**src/rtl/axis_frame_source_if.sv**
```systemverilog
// Command and AXI-stream bundle for the frame source: command handshake in, frame beats out.
// master = the frame source itself, slave = whatever feeds commands and sinks beats.
interface axis_frame_source_if #(
   parameter int DATA_WIDTH = 8,
   parameter int LEN_WIDTH  = 8
);
   logic                  cmd_valid;
   logic                  cmd_ready;
   logic [LEN_WIDTH-1:0]  cmd_len;
   logic [DATA_WIDTH-1:0] cmd_seed;
   logic                  cmd_bad;
   logic [DATA_WIDTH-1:0] output_axis_tdata;
   logic                  output_axis_tvalid;
   logic                  output_axis_tready;
   logic                  output_axis_tlast;
   logic                  output_axis_tuser;

   modport master (
      input  cmd_valid, cmd_len, cmd_seed, cmd_bad, output_axis_tready,
      output cmd_ready, output_axis_tdata, output_axis_tvalid,
             output_axis_tlast, output_axis_tuser
   );

   modport slave (
      output cmd_valid, cmd_len, cmd_seed, cmd_bad, output_axis_tready,
      input  cmd_ready, output_axis_tdata, output_axis_tvalid,
             output_axis_tlast, output_axis_tuser
   );
endinterface

```
**src/rtl/axis_frame_source.sv**
```systemverilog
// Command-driven AXI-stream frame generator; 1-cycle command-to-first-beat latency, one beat/cycle.
// tready=0 freezes all stream outputs; cmd_ready is the only combinational output (IDLE or last beat leaving).
module axis_frame_source #(
   parameter int DATA_WIDTH = 8,
   parameter int LEN_WIDTH  = 8
) (
   input  logic                   clk,
   input  logic                   rst,
   axis_frame_source_if.master    io_axis,
   output logic                   busy,
   output logic [15:0]            frame_count
);
   typedef enum logic {IDLE, SEND} state_t;

   state_t                r_state,  w_state_nxt;
   logic [LEN_WIDTH-1:0]  r_len,    w_len_nxt;
   logic [LEN_WIDTH-1:0]  r_cnt,    w_cnt_nxt;
   logic [DATA_WIDTH-1:0] r_data,   w_data_nxt;
   logic                  r_bad,    w_bad_nxt;
   logic                  r_tvalid, w_tvalid_nxt;
   logic                  r_tlast,  w_tlast_nxt;
   logic                  r_tuser,  w_tuser_nxt;
   logic [15:0]           r_frame_count;

   logic                  w_beat_done;
   logic                  w_last_done;
   logic                  w_cmd_rdy;
   logic                  w_cmd_take;
   logic [LEN_WIDTH-1:0]  w_cnt_inc;
   logic                  w_next_is_last;

   assign w_beat_done    = r_tvalid & io_axis.output_axis_tready;
   assign w_last_done    = w_beat_done & r_tlast;
   assign w_cmd_rdy      = (r_state == IDLE) | w_last_done;
   assign w_cmd_take     = io_axis.cmd_valid & w_cmd_rdy;
   assign w_cnt_inc      = r_cnt + 1'b1;
   // Counter never passes r_len before tlast, so the increment cannot wrap here.
   assign w_next_is_last = (w_cnt_inc == r_len);

   always_ff @(posedge clk) begin
      if (rst) begin
         r_state       <= IDLE;
         r_len         <= '0;
         r_cnt         <= '0;
         r_data        <= '0;
         r_bad         <= 1'b0;
         r_tvalid      <= 1'b0;
         r_tlast       <= 1'b0;
         r_tuser       <= 1'b0;
         r_frame_count <= '0;
      end else begin
         r_state  <= w_state_nxt;
         r_len    <= w_len_nxt;
         r_cnt    <= w_cnt_nxt;
         r_data   <= w_data_nxt;
         r_bad    <= w_bad_nxt;
         r_tvalid <= w_tvalid_nxt;
         r_tlast  <= w_tlast_nxt;
         r_tuser  <= w_tuser_nxt;
         if (w_last_done) begin
            r_frame_count <= r_frame_count + 16'd1;
         end
      end
   end

   always_comb begin
      w_state_nxt  = r_state;
      w_len_nxt    = r_len;
      w_cnt_nxt    = r_cnt;
      w_data_nxt   = r_data;
      w_bad_nxt    = r_bad;
      w_tvalid_nxt = r_tvalid;
      w_tlast_nxt  = r_tlast;
      w_tuser_nxt  = r_tuser;

      case (r_state)
         IDLE: begin
            if (w_cmd_take) begin
               w_state_nxt  = SEND;
               w_len_nxt    = io_axis.cmd_len;
               w_bad_nxt    = io_axis.cmd_bad;
               w_cnt_nxt    = '0;
               w_data_nxt   = io_axis.cmd_seed;
               w_tvalid_nxt = 1'b1;
               w_tlast_nxt  = (io_axis.cmd_len == '0);
               w_tuser_nxt  = io_axis.cmd_bad & (io_axis.cmd_len == '0);
            end
         end
         SEND: begin
            if (w_cmd_take) begin
               // Back-to-back: the next frame's beat 0 replaces the outgoing last beat.
               w_state_nxt  = SEND;
               w_len_nxt    = io_axis.cmd_len;
               w_bad_nxt    = io_axis.cmd_bad;
               w_cnt_nxt    = '0;
               w_data_nxt   = io_axis.cmd_seed;
               w_tvalid_nxt = 1'b1;
               w_tlast_nxt  = (io_axis.cmd_len == '0);
               w_tuser_nxt  = io_axis.cmd_bad & (io_axis.cmd_len == '0);
            end else if (w_last_done) begin
               w_state_nxt  = IDLE;
               w_tvalid_nxt = 1'b0;
               w_tlast_nxt  = 1'b0;
               w_tuser_nxt  = 1'b0;
            end else if (w_beat_done) begin
               w_cnt_nxt    = w_cnt_inc;
               w_data_nxt   = r_data + 1'b1;
               w_tlast_nxt  = w_next_is_last;
               w_tuser_nxt  = r_bad & w_next_is_last;
            end
         end
         default: begin
            w_state_nxt  = IDLE;
            w_tvalid_nxt = 1'b0;
            w_tlast_nxt  = 1'b0;
            w_tuser_nxt  = 1'b0;
         end
      endcase
   end

   assign io_axis.cmd_ready          = w_cmd_rdy;
   assign io_axis.output_axis_tdata  = r_data;
   assign io_axis.output_axis_tvalid = r_tvalid;
   assign io_axis.output_axis_tlast  = r_tlast;
   assign io_axis.output_axis_tuser  = r_tuser;
   assign busy                       = (r_state == SEND);
   assign frame_count                = r_frame_count;
endmodule

```
**src/flat_wrapper.sv**
```systemverilog
// flat-port wrapper written by rule: the top's interface ports become plain ports
module axis_frame_source_flat 
#(
   parameter int DATA_WIDTH = 8,
   parameter int LEN_WIDTH  = 8
)
  (clk, rst, busy, frame_count, io_axis_cmd_valid, io_axis_cmd_len, io_axis_cmd_seed, io_axis_cmd_bad, io_axis_output_axis_tready, io_axis_cmd_ready, io_axis_output_axis_tdata, io_axis_output_axis_tvalid, io_axis_output_axis_tlast, io_axis_output_axis_tuser);
  axis_frame_source_if #(.DATA_WIDTH(DATA_WIDTH), .LEN_WIDTH(LEN_WIDTH)) io_axis_i ();
  input  logic clk;
  input  logic rst;
  output logic busy;
  output logic [15:0] frame_count;
  input wire logic [$bits(io_axis_i.cmd_valid)-1:0] io_axis_cmd_valid;
  input wire logic [$bits(io_axis_i.cmd_len)-1:0] io_axis_cmd_len;
  input wire logic [$bits(io_axis_i.cmd_seed)-1:0] io_axis_cmd_seed;
  input wire logic [$bits(io_axis_i.cmd_bad)-1:0] io_axis_cmd_bad;
  input wire logic [$bits(io_axis_i.output_axis_tready)-1:0] io_axis_output_axis_tready;
  output wire logic [$bits(io_axis_i.cmd_ready)-1:0] io_axis_cmd_ready;
  output wire logic [$bits(io_axis_i.output_axis_tdata)-1:0] io_axis_output_axis_tdata;
  output wire logic [$bits(io_axis_i.output_axis_tvalid)-1:0] io_axis_output_axis_tvalid;
  output wire logic [$bits(io_axis_i.output_axis_tlast)-1:0] io_axis_output_axis_tlast;
  output wire logic [$bits(io_axis_i.output_axis_tuser)-1:0] io_axis_output_axis_tuser;
  assign io_axis_i.cmd_valid = io_axis_cmd_valid;
  assign io_axis_i.cmd_len = io_axis_cmd_len;
  assign io_axis_i.cmd_seed = io_axis_cmd_seed;
  assign io_axis_i.cmd_bad = io_axis_cmd_bad;
  assign io_axis_i.output_axis_tready = io_axis_output_axis_tready;
  assign io_axis_cmd_ready = io_axis_i.cmd_ready;
  assign io_axis_output_axis_tdata = io_axis_i.output_axis_tdata;
  assign io_axis_output_axis_tvalid = io_axis_i.output_axis_tvalid;
  assign io_axis_output_axis_tlast = io_axis_i.output_axis_tlast;
  assign io_axis_output_axis_tuser = io_axis_i.output_axis_tuser;
  axis_frame_source #(.DATA_WIDTH(DATA_WIDTH), .LEN_WIDTH(LEN_WIDTH)) u_core (.clk(clk), .rst(rst), .io_axis(io_axis_i), .busy(busy), .frame_count(frame_count));
endmodule
```
**config.mk**
```make
export PLATFORM = sky130hd
export DESIGN_NAME = axis_frame_source_flat
export DESIGN_NICKNAME = d
export VERILOG_FILES = /design/src/rtl/axis_frame_source_if.sv /design/src/rtl/axis_frame_source.sv /design/src/flat_wrapper.sv
export SDC_FILE = /design/constraint.sdc
export NUM_CORES = 1
export LEC_CHECK = 0
export ABC_AREA = 1
export BUFFER_PORTS_ARGS = -buffer_cell sky130_fd_sc_hd__buf_2
export CAP_MARGIN = 20
export CELL_PAD_IN_SITES_DETAIL_PLACEMENT = 1
export CELL_PAD_IN_SITES_GLOBAL_PLACEMENT = 1
export CORE_MARGIN = 1.5
export CORE_UTILIZATION = 37
export DETAILED_ROUTE_END_ITERATION = 7
export GPL_TIMING_DRIVEN = 0
export PLACE_DENSITY = 0.86
export SLEW_MARGIN = 20
export SYNTH_ARGS = -nofsm -noshare
export SYNTH_HDL_FRONTEND = slang
export SYNTH_SLANG_ARGS = --single-unit
```
**constraint.sdc**
```tcl
create_clock -name clk -period 3.2 [get_ports clk]
set_input_delay 0.48 -clock clk [delete_from_list [all_inputs] [get_ports clk]]
set_output_delay 0.48 -clock clk [all_outputs]
set_load 0.1 [all_outputs]
```
== Word level (Yosys, flattened, before mapping) ==
Index checks and enable logic that the tools add are counted.
Word-level totals
  output and inout bits: 29
  input port bits: 21
  logic and storage cells: 59
  bits in registers: 45
Cells by class
  $add $sub $neg: 3
  reductions and logical operators: 4
  equal/unequal tests: 6
  mux-type cells: 30
  bitwise gates (word level): 7
Operators with widths (number)
  two-way mux 8 bit: 9
  case mux 8 bit (2 select lines): 2
  adder 16 x 1 -> 16 bit (second input constant): 1
  adder 8 x 1 -> 8 bit (second input constant): 2
  two-way mux 1 bit: 15
  inequality test 3 bit (second input constant): 3
  == test 8 bit: 1
  logical NOT 8 bit: 1
  case mux 1 bit (2 select lines): 4
  bitwise AND 1 bit: 5
  inequality test 4 bit (second input constant): 1
  AND reduction 2 bit: 2
  AND reduction 3 bit: 1
  inequality test 2 x 1 -> 1 bit (second input constant): 1
  NOT 1 bit: 1
  bitwise OR 1 bit: 1

== Longest topological paths before layout ==
Gate-level depths: netlist of the first run.
  word-level depth: 7
  depth in mapped cells: 13
  depth with buffers taken out: 12

== Worst setup path after synthesis of the first run ==
No wires, ideal clock.
  path kind: register to register
  start point: register u_core.r_frame_count[0] (netlist: u_core.frame_count[0])
  end point: register u_core.r_frame_count[14] (netlist: u_core.frame_count[14])
  path slack: 0.791 ns
  data arrival time: 2.281 ns
  path buffers: 0
  cell stages (with the launch flop): 11
  library setup time: 0.128 ns
  clock period less this slack: 2.409 ns
  data required time: 3.072 ns
  cell sequence: dfxtp_1 -> ha_1 -> nand3_1 -> nor2_4 -> nand2_1 -> inv_1 -> nand3b_2 -> nor2_2 -> nand4_1 -> nand2_1 -> nor2_1
On the way
  word-level cells in the longest chain between the ends: 1
RTL lines
  from (decl): line axis_frame_source.sv:23  | logic [15:0] r_frame_count;
  from (signal assigned): line axis_frame_source.sv:61  | r_frame_count <= r_frame_count + 16'd1;
  adder 16 x 1 -> 16 bit: line axis_frame_source.sv:61
Every way passes these cells.
A chain may end at the register's enable or synchronous reset.

== Final worst setup path of the first run ==
  start point: register u_core.r_tvalid (netlist: u_core.io_axis.output_axis_tvalid)
  end point: output io_axis_cmd_ready
On the way
  word-level cells in the longest chain between the ends: 3
RTL lines
  from (decl): line axis_frame_source.sv:20  | logic r_tvalid, w_tvalid_nxt;
  from (signal assigned): line axis_frame_source.sv:57  | r_tvalid <= w_tvalid_nxt;
  bitwise AND 1 bit: line axis_frame_source.sv:32  | assign w_beat_done = r_tvalid & io_axis.output_axis_tready;
  bitwise AND 1 bit: line axis_frame_source.sv:33  | assign w_last_done = w_beat_done & r_tlast;
  bitwise OR 1 bit: line axis_frame_source.sv:34  | assign w_cmd_rdy = (r_state == IDLE) | w_last_done;
  to (decl): line flat_wrapper.sv:18  | output wire logic [$bits(io_axis_i.cmd_ready)-1:0] io_axis_cmd_ready;
Every way passes these cells.

==> flow_summary_export.csv, run 1 <==
group,metric,value,unit
clock_tree,cts.path.max_buffers,2,
critical_path,r2r_setup_slack,1.40,ns
yosys,synth.distinct_cells,34,
clock_tree,cts_tree,"yes",
critical_path,max_stage_delay,0.43,ns
power,netSwitchingPower,430,uW
yosys,ys_top_cells_by_area,"dfxtp_1 (40%), nand2_1 (12%), a21oi_1 (9.2%), nand3_1 (5.7%), o21ai_0 (5.7%)",
timing,holdWs,0.425,ns
critical_path,r2r_end,"u_core.io_axis.output_axis_tuser$_SDFFE_PP0P_",
worst_hold_path,worstHoldPathCells,3,
route,drtIter0Drc,113,
floorplan,die_w,81.5,um
timing,finalCritPeriodShare,0.609,
cells_and_area,final_common_cell,"nand2_1",
critical_path,timing.reg2reg.worst_path_depth,8,
clock_tree,clockRootBuffer,"clkbuf_8",
cells_and_area,layout_common_cells,"nand2_1 (70), buf_2 (51), dfxtp_1 (45)",
critical_path,criticalPathCategory,"flip-flop to output port",
timing,layout_min_cycle_time,1.95,ns
timing,finalMaxSlewViolations,0,
cells_and_area,antennaDiodeCount,0,
cells_and_area,drive_gt1_frac,0.204,
global_routing,antenna_found_initial,0,
clock_tree,path_clk_slew,0.09,ns
yosys,synth_top_cell_by_area,"dfxtp_1",
power,power,1310,uW
floorplan,rows,28,
yosys,ys_seq_elements,45,
critical_path,cp_top_family,"buffers and inverters",
global_routing,track_usage,0.207,
critical_path,cp_slowest_cell,"buf_2",
yosys,avgSynthCellArea,7.01,um2
cells_and_area,final_area,2730,um2
yosys,post-synth-top-area-fraction,0.395,
timing,slew_headroom,0.634,
power,power.density,478,nW/um2
timing,fin_ws,1.25,ns
flow_run,maxCapViolations,0,
worst_hold_path,min_to,"u_core.io_axis.output_axis_tdata[2]$_SDFFE_PP0P_",
yosys,synth_seq_area_share,0.395,
yosys,yosysWarnings,0,
global_routing,grt_max_degree,16,
critical_path,cp_common_cell,"nand2_4",
power,power_frac_clock,0.344,
worst_hold_path,hp-class,"input pin to flip-flop",
route,finalWirelength,6550,um
global_routing,grt_pass1_wl,10500,um
yosys,syn_inst,325,
timing,worst_pin_slew,0.549,ns
clock_tree,cts_resized,0,
route,dr_total_vias,2390,
place,dpl_worst_slack,1.36,ns
route,postRouteAntennaNets,0,
power,switching_share,0.329,
critical_path,timing.rr.start,"u_core.r_cnt[0]$_SDFFE_PP0P_",
place,portBuffers,49,
critical_path,worst-path-max-fanout,7,
clock_tree,post_cts_buffers,0,
floorplan,boundaryPins,50,
critical_path,crit_arrival,1.47,ns
timing,tns,0,ns
clock_tree,htree_num_levels,2,
timing,rsz0062_at_grt,"false",
critical_path,path_buf_inv,2,
worst_hold_path,hold_start,"io_axis_cmd_seed[2]",
power,power_leakage,0.00123,uW
place,place_area,2620,um2
timing,skew,0.00780,ns
floorplan,die_h,81.5,um
yosys,syn-cell-area,2280,um2
status,outcome,"finished, final reports clean",
timing,hold_viol_final,0,
power,max-vdd-ir-drop,236,uV
timing,max_freq,513,MHz
route,drc_errors,0,
clock_tree,cts_buffers,5,
power,power_frac_seq,0.463,
power,p_comb_frac,0.192,
place,dp_hpwl,4940,um
global_routing,grt_pass1_vias,2275,
clock_tree,ctsHoldBuffers,0,
timing,finalSetupViolCount,0,
yosys,syn_nets,349,
critical_path,crit_path_cell_trace,"nand2_1 > inv_2 > nand2_4 > nand2_4 > buf_2",
clock_tree,clock_latency,0.31,ns
critical_path,worstSetupPathDepth,5,
floorplan,die_area,6640,um2
place,place.gp.congestion,0.740,
global_routing,grt.overflow.total,0,
critical_path,cp-end-kind,"output port",
cells_and_area,finalNetCount,405,
route,drtPass1Iterations,4,
critical_path,cp.required,2.72,ns
floorplan,coreArea,5920,um2
clock_tree,cts.sink_count,45,
floorplan,start_util,0.385,
route,wl_per_cell,14.3,um
power,internal-power,876,uW
route,viasPerCell,5.23,
cells_and_area,area_growth,19.9,%
critical_path,critPathLaunchType,"flip-flop",
==> synthesized netlist by cell type <==
cell       n
a211oi_1   1
nor2_4     1
buf_6      2
and2_1     1
mux2i_1    3
xnor2_1    5
clkbuf_1   3
nand3b_1   2
o21ai_1    2
nand3_2    1
inv_1     34
a211oi_2   1
nor2_1    26
nand3_1   26
dfxtp_1   45
nand2_1   70
nand2_4    3
ha_1       3
buf_1      1
nor2_2     4
a21oi_1   42
nand3b_2   1
inv_2      4
buf_2      2
o21bai_1   1
nor3_1     2
or2_1      1
clkinv_1   1
o21a_1     3
o21ai_0   26
a21oi_2    1
nand4_1    4
nor4_1     2
nand2_2    1
==> per-layer routing <==
metal  track usage  vias up  share of wire
met2         0.372       43           0.50
met3        0.0433        6          0.047
li1              -     1178              -
met4        0.0500        0         0.0092
met1         0.251     1163           0.44
met5             0        -              0
==> layout make-up <==
cell class	instances	area (um2)
Buffer	8	47.5
Clock buffer	5	68.8
Clock inverter	3	46.3
Fill cell	809	3190
Inverter	39	146
Multi-Input combinational cell	233	1180
Sequential cell	45	901
Tap cell	75	93.8
Timing Repair Buffer	49	245
==> power groups by stage <==
stage | Clock (uW) | Combinational (uW) | Sequential, uW
after floorplan | 0 | 94.8 | 711
after global placement | 0 | 244 | 616
after detailed placement | 0 | 251 | 617
after CTS | 457 | 252 | 605
after global routing | 476 | 267 | 608
final | 450 | 251 | 605
==> stage by stage <==
step / std cells / util
5_1_grt: 457 / 0.462
6_report: 457 / 0.462
3_5_place_dp: 449 / 0.442
2_1_floorplan: 325 / -
3_3_place_gp: 449 / 0.442
4_1_cts: 457 / 0.462
==> worst max path at each step <==
stage / slack, ns / start / endpoint
finish: 1.25 / u_core.io_axis.output_axis_tvalid$_SDFFE_PP0P_ / io_axis_cmd_ready
global route: 1.14 / u_core.io_axis.output_axis_tvalid$_SDFFE_PP0P_ / io_axis_cmd_ready
CTS: 1.23 / u_core.io_axis.output_axis_tvalid$_SDFFE_PP0P_ / io_axis_cmd_ready
detailed placement: 1.36 / io_axis_output_axis_tready / u_core.frame_count[13]$_SDFFE_PP0P_
global placement: 1.38 / io_axis_output_axis_tready / io_axis_cmd_ready
floorplan: 0.79 / u_core.frame_count[0]$_SDFFE_PP0P_ / u_core.frame_count[14]$_SDFFE_PP0P_
==> kinds of logic (layout without fill, tap and decap cells) <==
| logic type | count (synthesis) | count (layout) | synth area share |
|---|---|---|---|
| flops | 45 | 45 | 0.395 |
| buf+inv | 47 | 104 | 0.0851 |
| simple gates | 145 | 145 | 0.291 |
| xor+xnor | 5 | 5 | 0.0192 |
| mux | 3 | 3 | 0.0132 |
| fa+ha+maj | 3 | 3 | 0.0165 |
| compound gates | 77 | 77 | 0.180 |
==> state kept, by name, summed over array words and instances, names as in the netlist <==
name                               cells
u_core.r_cnt                           8
u_core.frame_count                    16
u_core.r_len                           8
u_core.r_bad                           1
u_core.busy                            1
u_core.io_axis.output_axis_tvalid      1
u_core.io_axis.output_axis_tlast       1
u_core.io_axis.output_axis_tdata       8
u_core.io_axis.output_axis_tuser       1
==> tightest hold or removal path, cell delays in order <==
cell and delay, ns:
buf_2 0.10, nand2_1 0.05, a21oi_1 0.05
Note: power is estimated with default switching activity, not from simulation.
==> run 2: changes to the inputs <==
--- a/config.mk
+++ b/config.mk
@@ -11,10 +11,10 @@
 export CELL_PAD_IN_SITES_DETAIL_PLACEMENT = 1
 export CELL_PAD_IN_SITES_GLOBAL_PLACEMENT = 1
 export CORE_MARGIN = 1.5
-export CORE_UTILIZATION = 37
+export CORE_UTILIZATION = 34
 export DETAILED_ROUTE_END_ITERATION = 7
 export GPL_TIMING_DRIVEN = 0
-export PLACE_DENSITY = 0.86
+export PLACE_DENSITY = 0.84
 export SLEW_MARGIN = 20
 export SYNTH_ARGS = -nofsm -noshare
 export SYNTH_HDL_FRONTEND = slang
==> constraint.sdc (replaced) <==
create_clock -name clk -period 1.6 [get_ports clk]
set_input_delay 0.24 -clock clk [delete_from_list [all_inputs] [get_ports clk]]
set_output_delay 0.24 -clock clk [all_outputs]
set_load 0.1 [all_outputs]
==> run 2 against run 1 <==
  * The run now ends with design-rule violations, negative setup slack left
  * Core utilization is 1.1 points higher
  * Routed wire length is 10% higher
  * Combinational power is 120% higher
  * Largest power group unchanged
  * Final area is 11% higher
  * Clock power is 71% higher
  * Count of clock-buffer cells in the layout is 1 higher
  * Largest cell class unchanged
  * Power is 93% higher
  * Critical path type is now flip-flop to flip-flop
  * Die area is 8.5% higher
==> flow_summary_export.csv, run 2 (synthesis results as in run 1) <==
group,metric,value,unit
route,wl_per_cell,15.3,um
clock_tree,path_clk_slew,0.09,ns
power,power,2520,uW
timing,holdWs,0.182,ns
route,postRouteAntennaNets,0,
clock_tree,clockRootBuffer,"clkbuf_8",
timing,fin_ws,-0.0185,ns
clock_tree,clock_latency,0.31,ns
floorplan,die_h,84.9,um
place,place.gp.congestion,0.835,
critical_path,cp_slowest_cell,"dfxtp_4",
global_routing,antenna_found_initial,0,
floorplan,boundaryPins,50,
cells_and_area,layout_common_cells,"nand2_1 (63), buf_2 (49), a21oi_1 (42)",
route,finalWirelength,7210,um
critical_path,cp_top_family,"simple AND/OR/NAND/NOR gates",
cells_and_area,largest_register_ffs,16,
timing,worst_pin_slew,0.600,ns
floorplan,die_w,84.9,um
timing,finalMaxSlewViolations,0,
timing,max_freq,618,MHz
critical_path,cp_common_cell,"nand3_1",
route,wl_met2,3640,um
floorplan,start_util,0.355,
timing,finalCritPeriodShare,1.01,
cells_and_area,fin_cells,471,
timing,hold_viol_final,0,
global_routing,track_usage,0.200,
critical_path,max_stage_delay,0.38,ns
timing,skew,0.00820,ns
status,violations,"design-rule violations, negative setup slack",
clock_tree,cts_tree,"yes",
timing,finalSetupViolCount,1,
cells_and_area,antennaDiodeCount,0,
critical_path,worst-path-max-fanout,4,
global_routing,grt.overflow.total,0,
critical_path,criticalPathCategory,"flip-flop to flip-flop",
floorplan,die_area,7200,um2
route,dr_total_vias,2413,
critical_path,crit_arrival,1.85,ns
flow_run,maxCapViolations,0,
route,drtPass1Iterations,6,
place,portBuffers,49,
critical_path,critPathLaunchType,"flip-flop",
critical_path,crit_path_cell_trace,"ha_4 > xnor2_2 > nand3_1 > nor2_1 > nand3_1 > nor2_2 > nand4_1 > a21oi_1",
place,dp.cells,451,
route,dr_wl_met3,237,um
critical_path,cp-end-kind,"flip-flop",
critical_path,path_buf_inv,0,
route,drtIter0Drc,67,
timing,rsz0062_at_grt,"true",
floorplan,coreArea,6420,um2
timing,slew_headroom,0.600,
worst_hold_path,hp-class,"input pin to flip-flop",
floorplan,rows,29,
cells_and_area,area_growth,33.2,%
cells_and_area,finalNetCount,417,
power,max-vdd-ir-drop,312,uV
clock_tree,cts.path.max_buffers,2,
cells_and_area,drive_gt1_frac,0.340,
cells_and_area,fillers,835,
place,dp_hpwl,5060,um
power,power.density,830,nW/um2
status,outcome,"finished with violations",
clock_tree,ctsHoldBuffers,0,
route,route.top_layer_used,"met4",
global_routing,grt_pass1_wl,11500,um
clock_tree,cts_buffers,5,
global_routing,grt_pass1_vias,2435,
clock_tree,htree_num_levels,2,
route,met1_length,3250,um
power,power_leakage,0.00133,uW
timing,layout_min_cycle_time,1.62,ns
global_routing,grt_max_degree,15,
critical_path,cp.required,1.84,ns
clock_tree,cts.sink_count,45,
route,drc_errors,2,
cells_and_area,final_common_cell,"nand2_1",
route,viasPerCell,5.12,
-- run 2: cell type report --
type,count,area [um2],area share
Inverter,39,151,0.0499
Clock buffer,6,82.6,0.0272
Buffer,8,57.6,0.0190
Sequential cell,45,958,0.316
Clock inverter,2,13.8,0.00454
Tap cell,77,96.3,0.0318
Multi-Input combinational cell,233,1340,0.440
Timing Repair Buffer,61,338,0.111
-- run 2: per-layer routing --
metal,global-route usage,vias to the layer above
met4,0.0626,0
met5,0,-
met1,0.248,1157
met2,0.348,39
li1,-,1208
met3,0.0428,9
-- run 2: tightest hold or removal path, delay by kind of cell --
family | cells | cell delay, ns
AND/OR/NAND/NOR | 1 | 0.09
buffers and inverters | 1 | 0.08
AO/OA/AOI/OAI | 1 | 0.05
-- run 2: repair_timing --
item	in CTS	in global routing
pin swaps	3	14
resized for setup	8	23
setup buffers	0	12
setup endpoints to repair	5	14
-- run 2: report_power, final --
group / total [uW] / leakage (uW) / switching, uW / internal (uW)
clock network: 770 / 0.0000512 / 419 / 351
logic: 544 / 0.000899 / 402 / 142
registers: 1210 / 0.000381 / 48.6 / 1160
-- run 2: per-stage QoR --
stage	utilization	setup TNS (ns)	cell area [um2]	setup slack, ns
finish	0.472	-0.0185	3030	-0.0185
global route	0.472	-0.247	3030	-0.113
CTS	0.446	0	2870	0.000116
detailed placement	0.426	-0.318	2740	-0.106
global placement	0.426	-0.227	2740	-0.118
floorplan	-	-0.793	2390	-0.0794
-- run 2: final timing paths --
kind | start | endpoint | slack (ns) | cells past startpoint
worst min register to register | u_core.frame_count[3]$_SDFFE_PP0P_ | u_core.frame_count[3]$_SDFFE_PP0P_ | 0.46 | 1
worst max-delay path | u_core.r_cnt[0]$_SDFFE_PP0P_ | u_core.io_axis.output_axis_tlast$_SDFFE_PP0P_ | -0.02 | 8
worst max register to register | u_core.r_cnt[0]$_SDFFE_PP0P_ | u_core.io_axis.output_axis_tlast$_SDFFE_PP0P_ | -0.02 | 8
worst min-delay path | io_axis_cmd_seed[3] | u_core.io_axis.output_axis_tdata[3]$_SDFFE_PP0P_ | 0.18 | 3
==> run 3: changes to the inputs <==
==> constraint.sdc (replaced) <==
create_clock -name clk -period 1.6 [get_ports clk]
set_input_delay 0.32 -clock clk [delete_from_list [all_inputs] [get_ports clk]]
set_output_delay 0.32 -clock clk [all_outputs]
set_load 0.1 [all_outputs]
==> run 3 against run 2 <==
  * The run still ends with design-rule violations, negative setup slack left
  * Core utilization is the same
  * Register-to-register slack about the same
  * Global-route usage grew 0.10 points
  * Hold slack better by 0.077 ns
  * Critical path type unchanged
==> flow_summary_export.csv, run 3 (synthesis results as in run 1) <==
group,metric,value,unit
status,outcome,"finished with violations",
status,violations,"design-rule violations, negative setup slack",
place,portBuffers,49,
cells_and_area,finalCoreUtilization,0.472,
cells_and_area,drive_gt1_frac,0.341,
place,dp_hpwl,5060,um
timing,rsz0062_at_grt,"true",
floorplan,die_h,84.9,um
power,power.density,833,nW/um2
route,finalWirelength,7200,um
floorplan,die_w,84.9,um
route,drc_errors,2,
cells_and_area,antennaDiodeCount,0,
floorplan,coreArea,6420,um2
floorplan,rows,29,
timing,max_freq,620,MHz
critical_path,criticalPathCategory,"flip-flop to flip-flop",
timing,hold_viol_final,0,
flow_run,maxCapViolations,0,
clock_tree,clock_latency,0.31,ns
critical_path,critPathLaunchType,"flip-flop",
power,max-vdd-ir-drop,313,uV
cells_and_area,layout_common_cells,"nand2_1 (63), buf_2 (49), a21oi_1 (42)",
route,drtPass1Iterations,6,
route,drtIter0Drc,80,
clock_tree,cts.path.max_buffers,2,
clock_tree,cts_buffers,5,
route,postRouteAntennaNets,0,
global_routing,grt_max_degree,15,
route,viasPerCell,5.14,
critical_path,cp.required,1.84,ns
floorplan,boundaryPins,50,
timing,finalSetupViolCount,1,
timing,worst_pin_slew,0.596,ns
clock_tree,cts_tree,"yes",
timing,layout_min_cycle_time,1.61,ns
timing,tns,-0.0134,ns
worst_hold_path,hp-class,"input pin to flip-flop",
cells_and_area,final_common_cell,"nand2_1",
timing,skew,0.00801,ns
cells_and_area,finalNetCount,416,
floorplan,die_area,7200,um2
route,dr_total_vias,2414,
timing,finalMaxSlewViolations,0,
global_routing,grt.overflow.total,0,
clock_tree,htree_num_levels,2,
power,power_leakage,0.00133,uW
critical_path,worst-path-max-fanout,4,
timing,finalCritPeriodShare,1.01,
cells_and_area,largest_register_ffs,16,
clock_tree,clockRootBuffer,"clkbuf_8",
global_routing,track_usage,0.201,
global_routing,grt_pass1_vias,2455,
critical_path,crit_arrival,1.85,ns
timing,slew_headroom,0.603,
timing,fin_ws,-0.0134,ns
route,wl_per_cell,15.3,um
clock_tree,path_clk_slew,0.09,ns
place,place.gp.congestion,0.835,
global_routing,antenna_found_initial,0,
critical_path,cp-end-kind,"flip-flop",
global_routing,grt_pass1_wl,11600,um
clock_tree,cts.sink_count,45,
cells_and_area,area_growth,33.2,%
floorplan,start_util,0.355,
run 3: changes by cell type in the layout (fill, tap and decap cells not counted), sizes merged:
cell  change
buf       -1
run 3: cell type report:
class,count,area [um2]
clock inverters,2,13.8
flip-flops and latches,45,958
plain buffers,8,57.6
fillers,835,3390
multi-input cells,233,1340
inverters,39,151
well taps,77,96.3
clock buffers,6,82.6
repair buffers,60,334
run 3: worst paths after layout:
| path | start | endpoint | slack (ns) | depth (start not counted) |
|---|---|---|---|---|
| min | io_axis_cmd_seed[3] | u_core.io_axis.output_axis_tdata[3]$_SDFFE_PP0P_ | 0.26 | 3 |
| max | u_core.r_cnt[0]$_SDFFE_PP0P_ | u_core.io_axis.output_axis_tlast$_SDFFE_PP0P_ | -0.01 | 8 |
| min reg2reg | u_core.frame_count[3]$_SDFFE_PP0P_ | u_core.frame_count[3]$_SDFFE_PP0P_ | 0.46 | 1 |
| max reg2reg | u_core.r_cnt[0]$_SDFFE_PP0P_ | u_core.io_axis.output_axis_tlast$_SDFFE_PP0P_ | -0.01 | 8 |
run 3: critical path: stages (launching register included):
cell	delay [ns]
dfxtp_4	0.37
ha_4	0.25
xnor2_2	0.17
nand3_1	0.10
nor2_1	0.12
nand3_1	0.09
nor2_2	0.14
nand4_1	0.14
a21oi_1	0.15
run 3: routing by layer:
layer,share of wire,global-route usage,vias up
met3,0.036,0.0428,10
li1,-,-,1208
met4,0.012,0.0626,0
met2,0.50,0.352,41
met1,0.45,0.248,1155
met5,0,0,-
run 3: power breakdown:
part,internal (uW),switching (uW)
Combinational,144,404
Sequential,1160,49.0
Clock,351,420
run 3: through the flow:
| stage | worst slack (ns) | instance area [um2] | total power [uW] | hold slack, ns | cells |
|---|---|---|---|---|---|
| global placement | -0.118 | 2740 | 1730 | 0.445 | 451 |
| detailed placement | -0.137 | 2740 | 1750 | 0.449 | 451 |
| floorplan | -0.0794 | 2390 | 1620 | 0.443 | 325 |
| global route | -0.113 | 3030 | 2630 | 0.285 | 470 |
| CTS | 0.0101 | 2890 | 2510 | 0.258 | 461 |
| finish | -0.0134 | 3030 | 2530 | 0.259 | 470 |
run 3: what timing repair did:
item / 4_1_cts / 5_1_grt
endpoints found under the setup margin: 5 / 14
pin swaps: 4 / 15
gates resized for setup: 10 / 23
hold buffers: 0 / 0
setup buffers: 2 / 9
